`src/rtl/tea_pkg.sv`:
```
// Shared definitions for the streaming TEA counter-mode engine.
// Contents:
//   TEA_DELTA       - TEA key-schedule constant added to sum once per cycle
//   state_t         - engine FSM encoding (IDLE / RUN / HOLD)
//   key_word()      - picks k0..k3 out of the 128-bit key (k0 = key[127:96])
//   blk_hi/blk_lo() - splits a 64-bit block into v0 (upper) / v1 (lower)
package tea_pkg;

    localparam logic [31:0] TEA_DELTA = 32'h9E37_79B9;

    typedef enum logic [1:0] {
        ST_IDLE = 2'd0,
        ST_RUN  = 2'd1,
        ST_HOLD = 2'd2
    } state_t;

    function automatic logic [31:0] key_word(input logic [127:0] key, input logic [1:0] idx);
        logic [31:0] w;
        case (idx)
            2'd0:    w = key[127:96];
            2'd1:    w = key[95:64];
            2'd2:    w = key[63:32];
            default: w = key[31:0];
        endcase
        return w;
    endfunction

    function automatic logic [31:0] blk_hi(input logic [63:0] blk);
        return blk[63:32];
    endfunction

    function automatic logic [31:0] blk_lo(input logic [63:0] blk);
        return blk[31:0];
    endfunction

endpackage

```
`src/rtl/tea_round.sv`:
```
// One TEA cycle (a Feistel round pair), purely combinational.
// Ports:
//   i_v0, i_v1 - block halves entering the cycle
//   i_sum      - running sum before this cycle (delta is added here first)
//   i_key      - 128-bit key, k0 = i_key[127:96]
//   o_v0, o_v1 - block halves after the cycle
//   o_sum      - updated running sum, fed to the next chained instance
module tea_round
    import tea_pkg::*;
(
    input  logic [31:0]  i_v0,
    input  logic [31:0]  i_v1,
    input  logic [31:0]  i_sum,
    input  logic [127:0] i_key,
    output logic [31:0]  o_v0,
    output logic [31:0]  o_v1,
    output logic [31:0]  o_sum
);

    logic [31:0] w_sum;
    logic [31:0] w_v0;

    assign w_sum = i_sum + TEA_DELTA;

    // The second half-round uses the already-updated v0.
    assign w_v0 = i_v0 + (((i_v1 << 4) + key_word(i_key, 2'd0)) ^
                          (i_v1 + w_sum) ^
                          ((i_v1 >> 5) + key_word(i_key, 2'd1)));

    assign o_v1 = i_v1 + (((w_v0 << 4) + key_word(i_key, 2'd2)) ^
                          (w_v0 + w_sum) ^
                          ((w_v0 >> 5) + key_word(i_key, 2'd3)));

    assign o_v0  = w_v0;
    assign o_sum = w_sum;

endmodule

```
`src/rtl/tea_ctr_stream.sv`:
```
// Streaming TEA counter-mode engine: out_data = in_data ^ TEA_enc(key, counter_block),
// with the counter block's low CTR_W bits advancing by one per block of a packet.
// Encrypt and decrypt are the same operation.
// Handshakes: a transfer happens on a rising edge where valid and ready are both high;
// valid, once raised, holds with its payload stable until that transfer.
// Ports:
//   clk, rst            - clock, asynchronous active-high reset
//   cfg_load            - latch key/nonce and restart block index (IDLE only)
//   key, nonce          - configuration, sampled only with cfg_load
//   in_valid/in_ready   - input block handshake; in_data, in_last payload
//   out_valid/out_ready - result handshake; out_data, out_last payload
//   busy                - engine not in IDLE
//   ctr_wrap            - sticky, low counter field wrapped since last cfg_load
//   dbg_state           - current FSM state encoding
module tea_ctr_stream
    import tea_pkg::*;
#(
    parameter int ROUNDS = 32,
    parameter int UNROLL = 1,
    parameter int CTR_W  = 32
) (
    input  logic         clk,
    input  logic         rst,
    input  logic         cfg_load,
    input  logic [127:0] key,
    input  logic [63:0]  nonce,
    input  logic         in_valid,
    output logic         in_ready,
    input  logic [63:0]  in_data,
    input  logic         in_last,
    output logic         out_valid,
    input  logic         out_ready,
    output logic [63:0]  out_data,
    output logic         out_last,
    output logic         busy,
    output logic         ctr_wrap,
    output logic [1:0]   dbg_state
);

    localparam int N_CLK  = ROUNDS / UNROLL;
    localparam int RCNT_W = (N_CLK > 1) ? $clog2(N_CLK) : 1;
    localparam logic [RCNT_W-1:0] RCNT_LAST = RCNT_W'(N_CLK - 1);
    // Selects the incrementing low field of the counter block.
    localparam logic [63:0] CTR_MASK = (CTR_W >= 64) ? {64{1'b1}} :
                                       ((64'd1 << CTR_W) - 64'd1);

    state_t              r_state;
    state_t              w_state_next;
    logic                r_rdy_en;     // holds in_ready low until the first edge after reset
    logic [127:0]        r_key;
    logic [63:0]         r_nonce;
    logic [63:0]         r_blk_idx;
    logic [63:0]         r_data;
    logic                r_last;
    logic [31:0]         r_v0;
    logic [31:0]         r_v1;
    logic [31:0]         r_sum;
    logic [RCNT_W-1:0]   r_rcnt;
    logic                r_out_valid;
    logic [63:0]         r_out_data;
    logic                r_out_last;
    logic                r_ctr_wrap;

    logic                w_accept;
    logic [63:0]         w_ctr_blk;
    logic [63:0]         w_blk_next;
    logic                w_lo_zero_next;

    logic [31:0]         w_v0  [0:UNROLL];
    logic [31:0]         w_v1  [0:UNROLL];
    logic [31:0]         w_sum [0:UNROLL];

    // Round chain: UNROLL TEA cycles evaluated per clock.
    assign w_v0[0]  = r_v0;
    assign w_v1[0]  = r_v1;
    assign w_sum[0] = r_sum;

    for (genvar g = 0; g < UNROLL; g++) begin : g_round
        tea_round u_round (
            .i_v0  (w_v0[g]),
            .i_v1  (w_v1[g]),
            .i_sum (w_sum[g]),
            .i_key (r_key),
            .o_v0  (w_v0[g+1]),
            .o_v1  (w_v1[g+1]),
            .o_sum (w_sum[g+1])
        );
    end

    // Low field adds modulo 2^CTR_W; upper nonce bits never see a carry.
    assign w_ctr_blk      = (r_nonce & ~CTR_MASK) | ((r_nonce + r_blk_idx) & CTR_MASK);
    assign w_blk_next     = (r_blk_idx + 64'd1) & CTR_MASK;
    assign w_lo_zero_next = (((r_nonce + w_blk_next) & CTR_MASK) == 64'd0);

    // cfg_load wins over an input block in IDLE.
    assign in_ready = r_rdy_en && (r_state == ST_IDLE) && !cfg_load;
    assign w_accept = in_valid && in_ready;

    always_comb begin
        w_state_next = r_state;
        case (r_state)
            ST_IDLE: if (w_accept)              w_state_next = ST_RUN;
            ST_RUN:  if (r_rcnt == RCNT_LAST)   w_state_next = ST_HOLD;
            ST_HOLD: if (out_ready)             w_state_next = ST_IDLE;
            default:                            w_state_next = ST_IDLE;
        endcase
    end

    always_ff @(posedge clk or posedge rst) begin
        if (rst) begin
            r_state <= ST_IDLE;
        end else begin
            r_state <= w_state_next;
        end
    end

    always_ff @(posedge clk or posedge rst) begin
        if (rst) begin
            r_rdy_en    <= 1'b0;
            r_key       <= '0;
            r_nonce     <= '0;
            r_blk_idx   <= '0;
            r_data      <= '0;
            r_last      <= 1'b0;
            r_v0        <= '0;
            r_v1        <= '0;
            r_sum       <= '0;
            r_rcnt      <= '0;
            r_out_valid <= 1'b0;
            r_out_data  <= '0;
            r_out_last  <= 1'b0;
            r_ctr_wrap  <= 1'b0;
        end else begin
            r_rdy_en <= 1'b1;
            case (r_state)
                ST_IDLE: begin
                    if (cfg_load) begin
                        r_key      <= key;
                        r_nonce    <= nonce;
                        r_blk_idx  <= '0;
                        r_ctr_wrap <= 1'b0;
                    end else if (w_accept) begin
                        r_data <= in_data;
                        r_last <= in_last;
                        r_v0   <= blk_hi(w_ctr_blk);
                        r_v1   <= blk_lo(w_ctr_blk);
                        r_sum  <= '0;
                        r_rcnt <= '0;
                    end
                end
                ST_RUN: begin
                    r_v0   <= w_v0[UNROLL];
                    r_v1   <= w_v1[UNROLL];
                    r_sum  <= w_sum[UNROLL];
                    r_rcnt <= r_rcnt + 1'b1;
                    if (r_rcnt == RCNT_LAST) begin
                        r_out_valid <= 1'b1;
                        r_out_data  <= r_data ^ {w_v0[UNROLL], w_v1[UNROLL]};
                        r_out_last  <= r_last;
                    end
                end
                ST_HOLD: begin
                    if (out_ready) begin
                        r_out_valid <= 1'b0;
                        if (r_out_last) begin
                            r_blk_idx <= '0;
                        end else begin
                            r_blk_idx <= w_blk_next;
                            if (w_lo_zero_next) r_ctr_wrap <= 1'b1;
                        end
                    end
                end
                default: ;
            endcase
        end
    end

    assign out_valid = r_out_valid;
    assign out_data  = r_out_data;
    assign out_last  = r_out_last;
    assign busy      = (r_state != ST_IDLE);
    assign ctr_wrap  = r_ctr_wrap;
    assign dbg_state = r_state;

endmodule

```
`config.mk`:
```
export PLATFORM = sky130hd
export DESIGN_NAME = tea_ctr_stream
export DESIGN_NICKNAME = d
export VERILOG_FILES = /design/src/rtl/tea_pkg.sv /design/src/rtl/tea_round.sv /design/src/rtl/tea_ctr_stream.sv
export SDC_FILE = /design/constraint.sdc
export NUM_CORES = 2
export LEC_CHECK = 0
export CAP_MARGIN = 20
export CORE_UTILIZATION = 30
export CTS_CLUSTER_DIAMETER = 200
export DETAILED_ROUTE_END_ITERATION = 12
export PLACE_DENSITY_LB_ADDON = 0.08
export SLEW_MARGIN = 15
export SYNTH_ARGS = -nofsm -noshare
export SYNTH_HDL_FRONTEND = slang
export SYNTH_SLANG_ARGS = --single-unit
export TNS_END_PERCENT = 30
```
`constraint.sdc`:
```
create_clock -name clk -period 21.4 [get_ports clk]
set_clock_uncertainty 0.2 [all_clocks]
set_input_delay 4.28 -clock clk [delete_from_list [all_inputs] [get_ports clk]]
set_output_delay 4.28 -clock clk [all_outputs]
set_load 0.005 [all_outputs]
```
==> out/qor.yml <==
die:
  io_pins: 333
  fp.dieW_um: 342
  rows: 124
  dieArea_um2: 117000
  core_um2: 115000
  start_util: 0.303
  die_h_um: 342
synth:
  synth-edff-count: 0
  syn_avg_cell_area_um2: 8.32
  synth_area_leader_cell: "dfrtp_1"
  synthesis.nets: 4754
  synthTopCellsByArea: "dfrtp_1, nand2_1, ha_1, xnor2_1, a21oi_1"
  synth_commonest_cells: "nand2_1, dfrtp_1, xnor2_1, ha_1, a21oi_1"
  netlist_instances: 4168
  syn_area_um2: 34700
  synth_top_area_frac: 0.332
  synth-async-reset-ratio: 1.00
  synth_cell_types: 105
  yosys.cell_count.top_type: "nand2_1"
  synth_ff_type: "dfrtp_1"
  ys_ff_latch: 460
  yosys_warnings: 0
  ys_seq_area_frac: 0.332
global_routing:
  grt_pass1_wl_um: 188000
  overflow: 0
  grt_max_degree: 108
  grtUsageTotal: 0.211
  grt_pass1_vias: 30320
  antenna_found_initial: 0
sta:
  hold_slack_ns: 0.272
  fmax_ghz: 0.0790
  hold_viol_final: 0
  tns_ns: 0
  period_share: 0.591
  setup_viol: 0
  drv_slew: 0
  rsz0062_at_grt: "no"
  slew_headroom: 0.268
  worst_slew_pin_slew_ns: 1.08
  postLayoutSetupSlackWorst_ns: 8.74
  period_minus_slack_ns: 12.66
clocking:
  post_cts_buffers: 0
  root_buffer: "clkbuf_16"
  htree_levels: 2
  clockBufferDepth: 3
  clock_latency_ns: 0.67
  holdBufCountCts: 0
  cts_tree: "yes"
  clkSlewWorstSetupHoldPaths_ns: 0.06
  cts_resized: 0
  numCtsBuffers: 58
  cts.sink_count: 460
critical_path:
  startpoint_type: "flop"
  path_common_cell: "xnor2_1"
  cp.required_ns: 21.75
  arrival_ns: 13.01
  crit_buf_inv: 1
  crit_family: "compound AO/OA/AOI/OAI gates"
  criticalPathCategory: "flop to flop"
  cp_max_fo: 6
  r2r_setup_slack_ns: 8.74
  critPathSlowestCell: "nor4b_1"
  slowest_delay_ns: 0.93
  critPathCaptureType: "flop"
placement:
  gp_congestion: 0.911
  placed_cells: 5921
  dp_slack_ns: 8.74
  numPortBuffers: 332
  dpl.hpwl_um: 97700
route:
  vias_per_cell: 5.00
  drt_iter0_drc: 1881
  ant_nets: 0
  drt_drc_violations_left: 108
  dr.pass1.iters: 9
  routed_wl_um: 124000
  routedWlPerCell_um: 20.6
  num_vias: 30150
cells_and_area:
  nets: 5055
  seq_area_um2: 11500
  multi_input_area_um2: 22300
  layout.cells.non_filler: 6029
  drive_gt1_frac: 0.0467
  fill_cells: 11952
  syn2layout_area_growth_pct: 20.1
run_status:
  violations: "design-rule violations"
  status: "finished with violations"
job:
  maxCapViolations: 0
min_path:
  hold_path.class: "flop to flop"
## logic make-up (layout without fill, tap and decap cells)
logic type	Yosys count	after routing	share of synthesized area
buffers and inverters	235	583	0.0264
xor gates and xnor gates	519	519	0.134
adders and majority gates	324	324	0.119
AOI/OAI and AO/OA	1026	1026	0.191
muxes	4	4	0.00130
DFF	460	460	0.332
other	1	2	0.000108
and+or+nand+nor	1599	1599	0.196
## sequential cells by signal (all words and copies together) (netlist names), 5 cells and up
register / count
r_v0: 32
r_v1: 32
r_sum: 32
r_data: 64
r_nonce: 64
r_rcnt: 5
r_key: 128
out_data: 64
r_blk_idx: 32
## stage by stage
stage                     utilization  area, µm²
after global placement          0.347      39700
after floorplan                     -      34700
final                           0.364      41600
after CTS                       0.364      41600
after global routing            0.364      41600
after detailed placement        0.347      39700
## cell usage in the layout (no fill, tap or decap), types with 30 or more instances in the layout
cell type        instances
o21ai_1                 32
a211oi_1                30
clkbuf_16               58
xnor2_1                405
clkdlybuf4s50_1        332
nand4_1                 35
nor3_1                  52
xor2_1                 105
o21ai_0                253
a21o_1                 137
o21bai_1                45
ha_1                   314
buf_4                   38
a22oi_1                 32
nor2_1                 170
dfrtp_1                460
inv_1                  104
o21a_1                  33
nand3_1                 61
nand2_1               1105
nand2b_1                32
a21oi_1                256
## tightest hold or removal path: cells and delay by family (launching register included)
kind,cells,cell delay [ns]
compound gates,1,0.06
flops,1,0.34
simple gates,1,0.04
## final timing paths
path / from / endpoint / cells past startpoint
min in group asynchronous: rst / r_nonce[4]$_DFFE_PP0P_ / 2
max reg2reg: r_sum[0]$_DFFE_PP0P_ / out_data[31]$_DFFE_PP0P_ / 43
min: out_data[43]$_DFFE_PP0P_ / out_data[43]$_DFFE_PP0P_ / 2
max in group asynchronous: rst / r_data[57]$_DFFE_PP0P_ / 5
min reg2reg: out_data[43]$_DFFE_PP0P_ / out_data[43]$_DFFE_PP0P_ / 2
max: r_sum[0]$_DFFE_PP0P_ / out_data[31]$_DFFE_PP0P_ / 43
## layout make-up
cell class                 instances  area share
antenna                            1   0.0000601
clock inverter                    28     0.00655
inverter                         105     0.00965
tap                             1512      0.0454
timing repair buffer             371      0.0870
sequential                       460       0.276
clock buffer                      79      0.0396
multi-input combinational       3473       0.535
## per-layer routing
metal / wire length [µm] / vias to the layer above / track usage
met5: 0 / - / 0
met4: 2430 / 0 / 0.0479
met3: 5480 / 121 / 0.0255
met2: 55300 / 624 / 0.335
met1: 61300 / 14377 / 0.305
li1: - / 15028 / -
Power is left out: the tool's default activity adds up to more than one toggle a clock period on the data nets, which glitch-free logic cannot reach.
